**src/rtl/reg_mem_pkg.sv**
```systemverilog
// Package: reg_mem_pkg -- sizing defaults and helpers for the register-file memory.
package reg_mem_pkg;

  localparam int unsigned REG_MEM_DATA_WIDTH = 32'd8;
  localparam int unsigned REG_MEM_ADDR_BITS  = 32'd5;

  // Number of words reachable with an address of the given width.
  function automatic int unsigned depth_of(input int unsigned addr_bits);
    return 32'd1 << addr_bits;
  endfunction

endpackage

```
**src/rtl/reg_mem.sv**
```systemverilog
// Module: reg_mem -- 2**ADDR_BITS x DATA_WIDTH register file.
// Synchronous write, combinational read from one shared address,
// asynchronous active-high clear of every word.
module reg_mem
  import reg_mem_pkg::*;
#(
  parameter int unsigned DATA_WIDTH = REG_MEM_DATA_WIDTH,
  parameter int unsigned ADDR_BITS  = REG_MEM_ADDR_BITS
) (
  input  logic [ADDR_BITS-1:0]  addr,
  input  logic [DATA_WIDTH-1:0] data_in,
  input  logic                  wen,
  input  logic                  clk,
  output logic [DATA_WIDTH-1:0] data_out,
  input  logic                  rst
);

  localparam int unsigned DEPTH = depth_of(ADDR_BITS);

  logic [DATA_WIDTH-1:0] mem_q [0:DEPTH-1];
  logic [DATA_WIDTH-1:0] mem_d [0:DEPTH-1];

  // Next array contents: hold everything, replace only the addressed word when enabled.
  always_comb begin
    mem_d = mem_q;
    if (wen) begin
      mem_d[addr] = data_in;
    end else begin
      mem_d[addr] = mem_q[addr];
    end
  end

  // Storage: reset clears every word immediately and overrides any write edge.
  always_ff @(posedge clk or posedge rst) begin
    if (rst) begin
      for (int unsigned i = 32'd0; i < DEPTH; i++) begin
        mem_q[i] <= '0;
      end
    end else begin
      mem_q <= mem_d;
    end
  end

  // Zero-latency read; a write becomes visible only after its clock edge.
  assign data_out = mem_q[addr];

endmodule

```
**config.mk**
```make
export PLATFORM = sky130hd
export DESIGN_NAME = reg_mem
export DESIGN_NICKNAME = d
export VERILOG_FILES = /design/src/rtl/reg_mem_pkg.sv /design/src/rtl/reg_mem.sv
export SDC_FILE = /design/constraint.sdc
export NUM_CORES = 1
export LEC_CHECK = 0
export BUFFER_PORTS_ARGS = -buffer_cell sky130_fd_sc_hd__buf_2
export CORE_MARGIN = 1
export CORE_UTILIZATION = 60
export DETAILED_ROUTE_END_ITERATION = 10
export PLACE_DENSITY = 0.88
export SYNTH_ARGS = -nofsm -noshare
export SYNTH_HDL_FRONTEND = slang
export SYNTH_SLANG_ARGS = --single-unit
```
**constraint.sdc**
```tcl
create_clock -name clk -period 15.2 [get_ports clk]
set_input_delay 2.28 -clock clk [delete_from_list [all_inputs] [get_ports clk]]
set_output_delay 2.28 -clock clk [all_outputs]
set_load 0.005 [all_outputs]
```
# Yosys cells after proc, flatten, opt, wreduce, memory -nomap -nowiden
# Index checks and enable logic that the tools add are counted.
# W data, S select, Z words.
[word_totals]
reg_bits = 256
input_bits = 16
wordCells = 44
[classes]
magnitude_cmp = 2
n_mux = 8
bitwise_logic = 1
reduce_logical = 1
[op_table]
columns = ["cell", "n"]
rows = [
  ["$bwmux W256", 2],
  ["$mux W256", 1],
  ["$bmux W8 S5", 1],
  ["$demux W8 S5", 1],
  ["$mux W8", 3],
  ["$ge A6 B6 Y1 const B", 1],
  ["$lt A6 B1 Y1 const B", 1],
  ["$not A5 Y6", 1],
  ["$logic_and A1 B1 Y1", 1],
]

# Longest topological paths before layout
[logic_depth]
depth_word = 7
depth_mapped = 10

# Least setup slack after synthesis
# OpenSTA, ideal clock, no wires.
[synth_path]
kind = "input-to-output"
startpoint = "in addr[1]"
endpoint = "out data_out[7]"
t_arrival_ns = 3.797
required_ns = 12.920
path_slack_ns = 9.123
cell_stages = 7
n_path_buf = 3
cell_sequence = "buf_2 buf_6 buf_4 mux2i_1 o22ai_1 or4_1 or2_2"
[synth_via]
elab_chain_len = 4
[synth_rtl]
columns = ["element", "line_no", "source"]
rows = [
  ["start: declaration", "reg_mem.sv:10", "input logic [ADDR_BITS-1:0] addr,"],
  ["$not A5 Y6 (not written as such)", "reg_mem.sv:45", "assign data_out = mem_q[addr];"],
  ["$bmux W8 S5", "reg_mem.sv:45", ""],
  ["$mux W8 (not written as such) (2 in series)", "reg_mem.sv:45", ""],
  ["end: declaration", "reg_mem.sv:14", "output logic [DATA_WIDTH-1:0] data_out,"],
]
# Every way passes these cells. The select of a mux whose other input is x is not followed.

# Worst setup path after layout
[layout_path]
startpoint = "in addr[1]"
endpoint = "out data_out[4]"
# The elaborated chain is that of the path after synthesis.

==> impl_metrics.py <==
metrics = {
    "status": {
        "outcome": "completed",
    },
    "die": {
        "die_w_um": 141,
        "die_area_sq_mm": 0.0199,
        "pin_count": 24,
        "start_util_pct": 61.7,
        "coreArea_sq_mm": 0.0188,
        "row_count": 50,
        "die_y_um": 141,
    },
    "power": {
        "p_per_area_mw_per_mm2": 151,
        "swShare_pct": 29.6,
        "power_switching_w": 0.000553,
        "combPwrFrac_pct": 18.5,
        "seqPwrFrac_pct": 50.1,
        "clockPowerShare_pct": 31.5,
        "p_int_w": 0.00132,
        "ir_worst_vdd_uv": 95.0,
        "leakage_nw": 5.77,
    },
    "cts": {
        "cts_hold_buf": 0,
        "cts_tree": "built",
        "cts.htree.levels": 1,
        "ctsResizeCount": 0,
        "clock_sinks": 256,
        "root_buffer": "clkbuf_16",
        "cts_setup_buffers": 0,
        "insertion_delay_ns": 0.52,
        "path_clk_slew_ns": 0.06,
        "cts_buffer_depth": 3,
        "numCtsBuffers": 25,
    },
    "cells_and_area": {
        "largest-register": "mem_q",
        "drive_gt1_share_pct": 10.5,
        "diodes": 0,
        "largest_reg_flops": 256,
        "area_growth_pct": 6.36,
        "nets": 1134,
        "reg.largest.list": "mem_q: 256 flops",
    },
    "global_routing": {
        "grt.total_usage_pct": 29.6,
        "grt_pass1_wl_um": 45900,
        "grt_max_degree": 125,
        "grt_overflow": 0,
        "antenna_found_initial": 0,
        "first_global_vias": 8668,
    },
    "critical_path": {
        "worst-setup-path-type": "in -> out",
        "cp_max_fo": 68,
        "worstPathArrival_ns": 5.49,
        "timing.rr.start": "mem_q[36]$_DFFE_PP0P_",
        "start_kind": "input pin",
        "endpoint_kind": "output port",
        "crit_required_ns": 12.92,
        "crit_start": "addr[1]",
    },
    "sta": {
        "fin_tns_setup_ns": 0,
        "rsz0062_at_grt": "no",
        "maxSlewViolCount": 0,
        "finalCritPeriodShare_pct": 51.1,
        "finalSetupViolations": 0,
        "worstMarginPinSlew_ns": 1.02,
        "finalClockSkew_ns": 0.0119,
        "fin_crit_ns": 7.77,
        "relSlewSlack_pct": 31.1,
        "holdWs_ns": 0.479,
        "max_freq_mhz": 129,
        "hold_violations": 0,
    },
    "route": {
        "post_drt_wl_per_cell_um": 20.4,
        "vias": 8709,
        "viasPerCell": 6.24,
        "ant_nets": 0,
        "top_layer": "met4",
        "drt_drc_violations_left": 0,
        "routed-wl-met3_um": 2140,
        "drtIter0Drc": 979,
        "wl_met2_um": 13400,
        "drt-met1-wl_um": 11600,
        "wirelength_um": 28500,
        "firstDrtPassIters": 5,
    },
    "placement": {
        "place_congestion": 0.874,
        "io_buffers": 23,
        "hpwlAfterDp_um": 17700,
    },
    "yosys": {
        "synth.distinct_cells": 41,
        "synthTopCellsByArea": "dfrtp_1 55%, o21ai_1 9.9%, nand2_1 9.4%",
        "synth_most_common_cell": "nand2_1",
        "synth_mux_area_share_pct": 11.4,
        "async_flop_share_pct": 100,
        "yosys.area.top_type": "dfrtp_1",
        "synth-compound-area-share_pct": 15.9,
        "synth_ff_type": "dfrtp_1",
        "syn_nets": 1174,
        "synth-edff-count": 0,
        "synth_top_family_by_area": "compound AO/OA/AOI/OAI gates",
        "synthAdderAreaFrac_pct": 0,
        "syn_area_sq_mm": 0.0116,
        "ys_seq_area_share_pct": 55.2,
        "synthXorXnorAreaFrac_pct": 0,
        "yosys.area_share.simple_pct": 13.0,
        "synth_warnings": 0,
        "synth_common_cells": "292 x nand2_1, 256 x dfrtp_1, 230 x o21ai_1",
        "synth_area_per_cell_sq_um": 10.0,
        "synth_top_area_share_pct": 55.2,
        "synthCells": 1158,
        "yosys_register_bits": 256,
    },
    "flow_run": {
        "max-cap-violations": 0,
    },
    "min_path": {
        "min_from": "mem_q[159]$_DFFE_PP0P_",
        "hold_path.class": "reg -> reg",
    },
}
## placed cells by master, fill, tap and decap left out, types with 2 or more instances in the layout
cell type and n:
a22o_1 15, a31o_2 7, and3b_1 2, buf_2 22, buf_4 5, clkbuf_1 10
clkbuf_16 25, clkbuf_8 7, clkinv_2 2, dfrtp_1 256, mux2_2 32, mux2i_1 96
nand2_1 292, nand3_1 4, nand4b_2 2, nand4bb_1 2, nor2_1 10, nor2b_1 2
nor3b_1 2, nor4_1 14, o21ai_0 16, o21ai_1 230, o21ai_2 10, o22ai_1 47
o2bb2ai_1 2, or4_1 2, or4b_1 2, or4bb_1 3
## power groups by stage
stage / Clock [W] / Combinational (W) / Sequential, W
after detailed placement: 0 / 0.000340 / 0.000942
after global placement: 0 / 0.000320 / 0.000934
after global routing: 0.000620 / 0.000388 / 0.000952
after CTS: 0.000591 / 0.000344 / 0.000933
final: 0.000589 / 0.000345 / 0.000936
after floorplan: 0 / 0.000269 / 0.000916
## stage by stage
step / instances / worst slack [ns] / total power, W / utilization, % / cell area (sq um)
final: 1395 / 7.43 / 0.00187 / 65.6 / 12400
after global routing: 1395 / 7.36 / 0.00196 / 65.6 / 12400
after CTS: 1395 / 7.52 / 0.00187 / 65.6 / 12400
after detailed placement: 1351 / 7.52 / 0.00128 / 61.5 / 11600
after global placement: 1351 / 7.53 / 0.00125 / 61.5 / 11600
after floorplan: 1158 / 5.88 / 0.00118 / - / 11600
## path summary, 6_finish.rpt
check,end,depth (start not counted),slack (ns)
max reg2reg,mem_q[44]$_DFFE_PP0P_,5,12.48
max,data_out[4],7,7.43
min,mem_q[159]$_DFFE_PP0P_,2,0.48
min in group asynchronous,mem_q[180]$_DFFE_PP0P_,2,1.92
min reg2reg,mem_q[159]$_DFFE_PP0P_,2,0.48
max in group asynchronous,mem_q[133]$_DFFE_PP0P_,3,11.88
## cells by family after synthesis
group / after synthesis
buffers and inverters: 97
multiplexers: 128
AND/OR/NAND/NOR: 349
AO/OA/AOI/OAI: 328
flip-flops: 256
## critical path: stages
cell and delay (ns):
buf_6 0.56, buf_4 0.92, mux2_2 0.42, a22o_1 0.22
nor4_1 0.57, nand2_1 0.21, buf_2 0.18
## final cells by class
class	count	area, sq um
tap	260	325
sequential	256	6410
clock inverter	2	10.0
inverter	2	15.0
multi-input combinational	805	4680
fill	1369	6480
timing repair buffer	28	159
clock buffer	42	759
## metal layers
layer  global-route usage [%]  up-vias
met5                        0        -
met4                     15.1        0
met3                     5.60       98
met2                     47.2      384
met1                     39.0     4240
li1                         -     3987
Note: power is estimated with default switching activity, not from simulation.
